<file path="src/rtl/matmul_sequencer.sv">
// -----------------------------------------------------------------------------
// matmul_sequencer
//   Sequences one N x N matrix multiply C = A * B over three single-port
//   memories. It generates the A/B read addresses, the valid/first strobes for
//   the external MAC unit and the C write strobes. It carries no data.
//
//   The inner index k runs fastest, then j, then i. For each (i,j) the MAC sees
//   N products. The first product loads the accumulator and the remaining
//   products add to it. C(i,j) is written two cycles after its last issue.
//
// Ports
//   clk        rising-edge clock
//   rst        synchronous reset, active-high; aborts a run immediately
//   pause      (SEQ_PAUSE_EN only) holds issue for one RUN cycle per cycle high
//   start      begin one multiply; only accepted in IDLE
//   busy       high from the cycle after start is accepted until done
//   done       one-cycle pulse after the last C write
//   a_en/b_en  MEM_A / MEM_B read enables (always equal)
//   a_addr     A(i,k) = {i,k}, zero-extended to AW
//   b_addr     B(k,j) = {k,j}, zero-extended to AW
//   mac_en     read data valid this cycle; the MAC accumulates
//   mac_first  with mac_en: load the product instead of adding it (k == 0)
//   c_we       MEM_C write enable; the accumulator holds the final sum
//   c_addr     C(i,j) = {i,j}, zero-extended to AW
//
// Configuration macro: SEQ_PAUSE_EN
//   When defined, the pause input is added. pause is sampled on an edge while
//   in RUN. A high sample suppresses the issue in the following cycle and the
//   counters hold. Every such cycle delays done by exactly one cycle. The
//   in-flight mac_en/c_we stages still complete.
// -----------------------------------------------------------------------------
module matmul_sequencer #(
  parameter int N     = 32,
  parameter int LOG2N = 5,
  parameter int AW    = 12
) (
  input  logic          clk,
  input  logic          rst,
`ifdef SEQ_PAUSE_EN
  input  logic          pause,
`endif
  input  logic          start,
  output logic          busy,
  output logic          done,
  output logic          a_en,
  output logic [AW-1:0] a_addr,
  output logic          b_en,
  output logic [AW-1:0] b_addr,
  output logic          mac_en,
  output logic          mac_first,
  output logic          c_we,
  output logic [AW-1:0] c_addr
);

  typedef enum logic [1:0] {
    ST_IDLE  = 2'd0,
    ST_RUN   = 2'd1,
    ST_DRAIN = 2'd2,
    ST_DONE  = 2'd3
  } state_t;

  localparam logic [LOG2N-1:0] CNT_MAX = LOG2N'(N - 1);
  localparam logic [LOG2N-1:0] CNT_ONE = LOG2N'(1);

  // Places {hi,lo} in the low bits of an address and zero-fills the upper bits.
  function automatic logic [AW-1:0] addr_of(input logic [LOG2N-1:0] hi,
                                            input logic [LOG2N-1:0] lo);
    logic [AW-1:0] r;
    r = {AW{1'b0}};
    r[2*LOG2N-1:0] = {hi, lo};
    return r;
  endfunction

  logic pause_s;
`ifdef SEQ_PAUSE_EN
  assign pause_s = pause;
`else
  assign pause_s = 1'b0;
`endif

  // i_r/j_r/k_r hold the position of the issue currently on a_addr when
  // a_en_r is high. When a_en_r is low (paused), they hold the next position.
  state_t            state_r, state_n;
  logic [LOG2N-1:0]  i_r, j_r, k_r;
  logic [LOG2N-1:0]  i_n, j_n, k_n;
  logic              all_issued_r, all_issued_n;
  logic              drain_cnt_r, drain_cnt_n;
  logic              issue_n;

  logic              busy_r, done_r, a_en_r, mac_en_r, mac_first_r, c_we_r;
  logic [AW-1:0]     a_addr_r, b_addr_r, c_addr_r;
  logic              s1_last_r;       // issue in the MAC stage had k == N-1
  logic [AW-1:0]     s1_cij_r;        // C address carried with that issue
  logic              c_we_n;

  logic              last_pos_s;
  logic              issue_fin_s;

  assign last_pos_s  = (i_r == CNT_MAX) && (j_r == CNT_MAX) && (k_r == CNT_MAX);
  assign issue_fin_s = a_en_r && last_pos_s;
  assign c_we_n      = mac_en_r && s1_last_r;

  // Next state, next counter position and the decision to issue next cycle.
  always_comb begin
    state_n      = state_r;
    i_n          = i_r;
    j_n          = j_r;
    k_n          = k_r;
    all_issued_n = all_issued_r;
    drain_cnt_n  = drain_cnt_r;
    issue_n      = 1'b0;
    case (state_r)
      ST_IDLE: begin
        if (start) begin
          state_n      = ST_RUN;
          i_n          = {LOG2N{1'b0}};
          j_n          = {LOG2N{1'b0}};
          k_n          = {LOG2N{1'b0}};
          all_issued_n = 1'b0;
          issue_n      = 1'b1;
        end else begin
          state_n = ST_IDLE;
        end
      end
      ST_RUN: begin
        // Step past the issue made this cycle. The final position is not
        // wrapped, so the counters never exceed N-1.
        if (a_en_r && !last_pos_s) begin
          if (k_r == CNT_MAX) begin
            k_n = {LOG2N{1'b0}};
            if (j_r == CNT_MAX) begin
              j_n = {LOG2N{1'b0}};
              i_n = i_r + CNT_ONE;
            end else begin
              j_n = j_r + CNT_ONE;
            end
          end else begin
            k_n = k_r + CNT_ONE;
          end
        end else begin
          k_n = k_r;
        end
        if (issue_fin_s) begin
          all_issued_n = 1'b1;
        end else begin
          all_issued_n = all_issued_r;
        end
        // A paused RUN cycle always costs exactly one cycle, including one
        // that falls after the final issue.
        if (pause_s) begin
          issue_n = 1'b0;
        end else if (all_issued_r || issue_fin_s) begin
          state_n     = ST_DRAIN;
          drain_cnt_n = 1'b0;
        end else begin
          issue_n = 1'b1;
        end
      end
      ST_DRAIN: begin
        if (drain_cnt_r) begin
          state_n = ST_DONE;
        end else begin
          drain_cnt_n = 1'b1;
        end
      end
      ST_DONE: begin
        state_n = ST_IDLE;
      end
      default: begin
        state_n = ST_IDLE;
      end
    endcase
  end

  // State, counters and all registered sequencing outputs.
  always_ff @(posedge clk) begin
    if (rst) begin
      state_r      <= ST_IDLE;
      i_r          <= {LOG2N{1'b0}};
      j_r          <= {LOG2N{1'b0}};
      k_r          <= {LOG2N{1'b0}};
      all_issued_r <= 1'b0;
      drain_cnt_r  <= 1'b0;
      busy_r       <= 1'b0;
      done_r       <= 1'b0;
      a_en_r       <= 1'b0;
      a_addr_r     <= {AW{1'b0}};
      b_addr_r     <= {AW{1'b0}};
      mac_en_r     <= 1'b0;
      mac_first_r  <= 1'b0;
      s1_last_r    <= 1'b0;
      s1_cij_r     <= {AW{1'b0}};
      c_we_r       <= 1'b0;
      c_addr_r     <= {AW{1'b0}};
    end else begin
      state_r      <= state_n;
      i_r          <= i_n;
      j_r          <= j_n;
      k_r          <= k_n;
      all_issued_r <= all_issued_n;
      drain_cnt_r  <= drain_cnt_n;
      busy_r       <= (state_n == ST_RUN) || (state_n == ST_DRAIN);
      done_r       <= (state_n == ST_DONE);
      // Issue stage
      a_en_r       <= issue_n;
      a_addr_r     <= issue_n ? addr_of(i_n, k_n) : {AW{1'b0}};
      b_addr_r     <= issue_n ? addr_of(k_n, j_n) : {AW{1'b0}};
      // MAC stage: read data from the issue stage arrives here
      mac_en_r     <= a_en_r;
      mac_first_r  <= a_en_r && (k_r == {LOG2N{1'b0}});
      s1_last_r    <= a_en_r && (k_r == CNT_MAX);
      s1_cij_r     <= addr_of(i_r, j_r);
      // Write stage: the accumulator now holds the finished dot product
      c_we_r       <= c_we_n;
      c_addr_r     <= c_we_n ? s1_cij_r : c_addr_r;
    end
  end

  assign busy      = busy_r;
  assign done      = done_r;
  assign a_en      = a_en_r;
  assign b_en      = a_en_r;
  assign a_addr    = a_addr_r;
  assign b_addr    = b_addr_r;
  assign mac_en    = mac_en_r;
  assign mac_first = mac_first_r;
  assign c_we      = c_we_r;
  assign c_addr    = c_addr_r;

endmodule

</file>
<file path="config.mk">
export PLATFORM = sky130hd
export DESIGN_NAME = matmul_sequencer
export DESIGN_NICKNAME = d
export VERILOG_FILES = /design/src/rtl/matmul_sequencer.sv
export SDC_FILE = /design/constraint.sdc
export NUM_CORES = 1
export LEC_CHECK = 0
export CORE_MARGIN = 8
export CORE_UTILIZATION = 50
export DETAILED_ROUTE_END_ITERATION = 10
export GPL_TIMING_DRIVEN = 0
export PLACE_DENSITY = 0.85
export SETUP_SLACK_MARGIN = 0.15
export SLEW_MARGIN = 20
export SYNTH_ARGS = -nofsm -noshare
export SYNTH_HDL_FRONTEND = slang
export SYNTH_SLANG_ARGS = --single-unit
</file>
<file path="constraint.sdc">
create_clock -name clk -period 3.16 [get_ports clk]
set_input_delay 0.474 -clock clk [delete_from_list [all_inputs] [get_ports clk]]
set_output_delay 0.474 -clock clk [all_outputs]
set_load 0.02 [all_outputs]
</file>
==> metrics.md <==
| Metric | Value |
|---|---|
| Synth cell types | `51` |
| WP data required | `3370 ps` |
| Clock Sinks | `61` |
| Slew Viols, Final | `0` |
| Ys flop type | `dfxtp_1` |
| Met3 usage | `5.73%` |
| CP Class | `flip-flop to flip-flop` |
| Footprint of the multi-input gates | `1070 µm²` |
| DRT Wirelength | `5.12 mm` |
| Crit-path max FO | `10` |
| First-pass GRT wire length | `8.42 mm` |
| GR peak layer | `met2` |
| # resized after CTS | `0` |
| I/O pins | `46` |
| Nets | `329` |
| Sequential cell area | `1220 µm²` |
| Leading area contributor after synthesis | `dfxtp_1` |
| Post-synth EDFFs | `0` |
| Die ar. | `7390 µm²` |
| Post-CTS Setup Bufs | `0` |
| Starting density of the core | `51.8%` |
| # rows | `25` |
| Largest net degree at the start of global routing | `11` |
| Vias in the first global route | `1847` |
| Most common cell in the netlist | `dfxtp_1` |
| CTS tree | `built` |
| Post-Syn Area | `2450 µm²` |
| Worst vdd ir | `0.300 mV` |
| Final min period | `2700 ps` |
| DRT iter0 DRCs | `157` |
| WL per Instance | `13.2 µm` |
| Async S/R FF share, synth | `0%` |
| Met2 usage | `22.8%` |
| Leak | `0.00125 µW` |
| Final Skew | `8.12 ps` |
| RSZ-0062 raised after global routing | `false` |
| Post-route ant nets | `0` |
| Clock Pin Slew Worst Setup and Hold Paths | `70 ps` |
| Post-synth top cells | `61 x dfxtp_1, 32 x nand2_1, 22 x a21oi_1, 19 x nor2b_1, 14 x nor2_1` |
| Crit end category | `flip-flop` |
| Fmax | `0.371 GHz` |
| Yosys top cell area share | `49.9%` |
| Worst Hold Class | `flip-flop to flip-flop` |
| GRT Residual Overflow | `0` |
| Worst Path Arrival | `2900 ps` |
| Ranking of synthesized cells by area | `dfxtp_1 50%, nand2_1 4.9%, nor2b_1 4.9%` |
| Max Buffers Root-to-Sink | `2` |
| DIE WIDTH | `86.0 µm` |
| Max Cap Viol | `0` |
| Crit path launch type | `flip-flop` |
| Final setup violation count | `0` |
| CTS root buf | `clkbuf_8` |
| Cell Pwr Density | `494 nW/µm²` |
| IO buf count | `39` |
| Syn Area/Cell | `9.31 µm²` |
| Via density | `5.08` |
| Worst slew margin | `62.8%` |
| Initial antenna violation count | `0` |
| H-tree depth | `3` |
| Number of fill cells | `367` |
| CTS Buf Count | `9` |
| Hpwl dp | `3.71 mm` |
| Layout area overhead | `28.3%` |
| Placed cells | `374` |
| Setup TNS | `0 ps` |
| Tot GR Track Use | `14.6%` |
| Final Non-Filler Cells | `389` |
| Layout cells sized above 1 | `13.7%` |
| GP Congestion | `0.886` |
| Fin. Hold Viols | `0` |
| Diode count | `0` |
| Skew-Pair Late Insertion Delay | `330 ps` |
| Synthesized netlist cell count | `263` |
| Cts hold-fix bufs | `0` |
| Final Core Density | `66.5%` |
| Core area | `4720 µm²` |
| Period utilisation layout | `85.4%` |
| Final Power | `1550 µW` |
| Die height | `86.0 µm` |
| Ys Warns | `0` |
| Remaining routing DRC violations | `0` |
| Status | `complete, no violations` |
| DR pass1 iterations | `4` |
| Sequential area share after synthesis | `49.9%` |
| Seq cells post-synth | `61` |
| GR Layer Usage met1 | `16.7%` |
| Vias after detailed routing | `1976` |
| Least-Margin Pin Slew | `559 ps` |
per-layer routing:
metal	up-vias	routed length [µm]
met5	-	0
met4	0	93
met3	9	357
met2	61	2370
met1	905	2300
li1	1001	-
final cells by class:
type	instances	share of cell area (%)
flip-flops and latches	61	38.9
repair buffers	39	12.4
plain buffers	26	5.06
well taps	67	2.67
multi-input cells	177	34.1
inverters	4	0.478
clock inverters	4	1.51
clock buffers	11	4.82
power by group:
group	switching [µW]	internal, µW
Combinational	58.0	32.4
Sequential	3.27	775
Clock	282	399
Total	343	1210
state kept, by name (all words and copies together), names as in the netlist:
name and cells:
mac_en 1, s1_last_r 1, state_r 2, drain_cnt_r 1, b_addr 5, k_r 5
done 1, c_addr 10, s1_cij_r 10, a_addr 10, a_en 1, j_r 5
busy 1, i_r 5, all_issued_r 1, c_we 1, mac_first 1
cell families (layout without fill, tap and decap cells):
kind of cell    Yosys count  in the layout  synth area share [%]
simple gates            110            110                  24.4
buf+inv                  30             84                  7.11
mux                       1              1                 0.460
flops                    61             61                  49.9
compound gates           52             52                  13.9
other cells               1              6                 0.153
fa+ha+maj                 8              8                  4.09
through the flow:
stage          setup WS [ps]  hold slack, ps  instance area (µm²)
3_5_place_dp             504             427                 2940
4_1_cts                  483             437                 3140
5_1_grt                  218             454                 3140
6_report                 462             432                 3140
3_3_place_gp             530             422                 2940
2_1_floorplan            925             417                 2470
critical path, cell delays in order, from the launching register on:
cell and delay (ps):
dfxtp_1 400, ha_1 210, and3_1 180, ha_1 140
buf_2 200, and4_1 270, o21ai_1 70, nand2_1 300
buf_2 320, nand2_1 80, ha_1 260, nor2b_1 120
path summary, 6_finish.rpt:
| check | from | endpoint | slack, ps | cells after the start |
|---|---|---|---|---|
| min reg2reg | s1_cij_r[8]$_SDFF_PP0_ | c_addr[8]$_SDFFE_PP0P_ | 430 | 2 |
| min | s1_cij_r[8]$_SDFF_PP0_ | c_addr[8]$_SDFFE_PP0P_ | 430 | 2 |
| max reg2reg | j_r[0]$_SDFF_PP0_ | busy$_SDFF_PP0_ | 460 | 11 |
| max | j_r[0]$_SDFF_PP0_ | busy$_SDFF_PP0_ | 460 | 11 |
cell usage in the layout, fill, tap and decap left out, types with 6 or more instances in the layout:
| cell | instances |
|---|---|
| nor3_1 | 7 |
| ha_1 | 8 |
| conb_1 | 6 |
| nor2b_1 | 19 |
| nand3_1 | 7 |
| clkbuf_8 | 11 |
| nand2_1 | 32 |
| buf_2 | 7 |
| clkdlybuf4s50_1 | 39 |
| nor2_1 | 14 |
| buf_4 | 12 |
| a21oi_1 | 22 |
| dfxtp_1 | 61 |
Note: power is estimated with default switching activity, not from simulation.
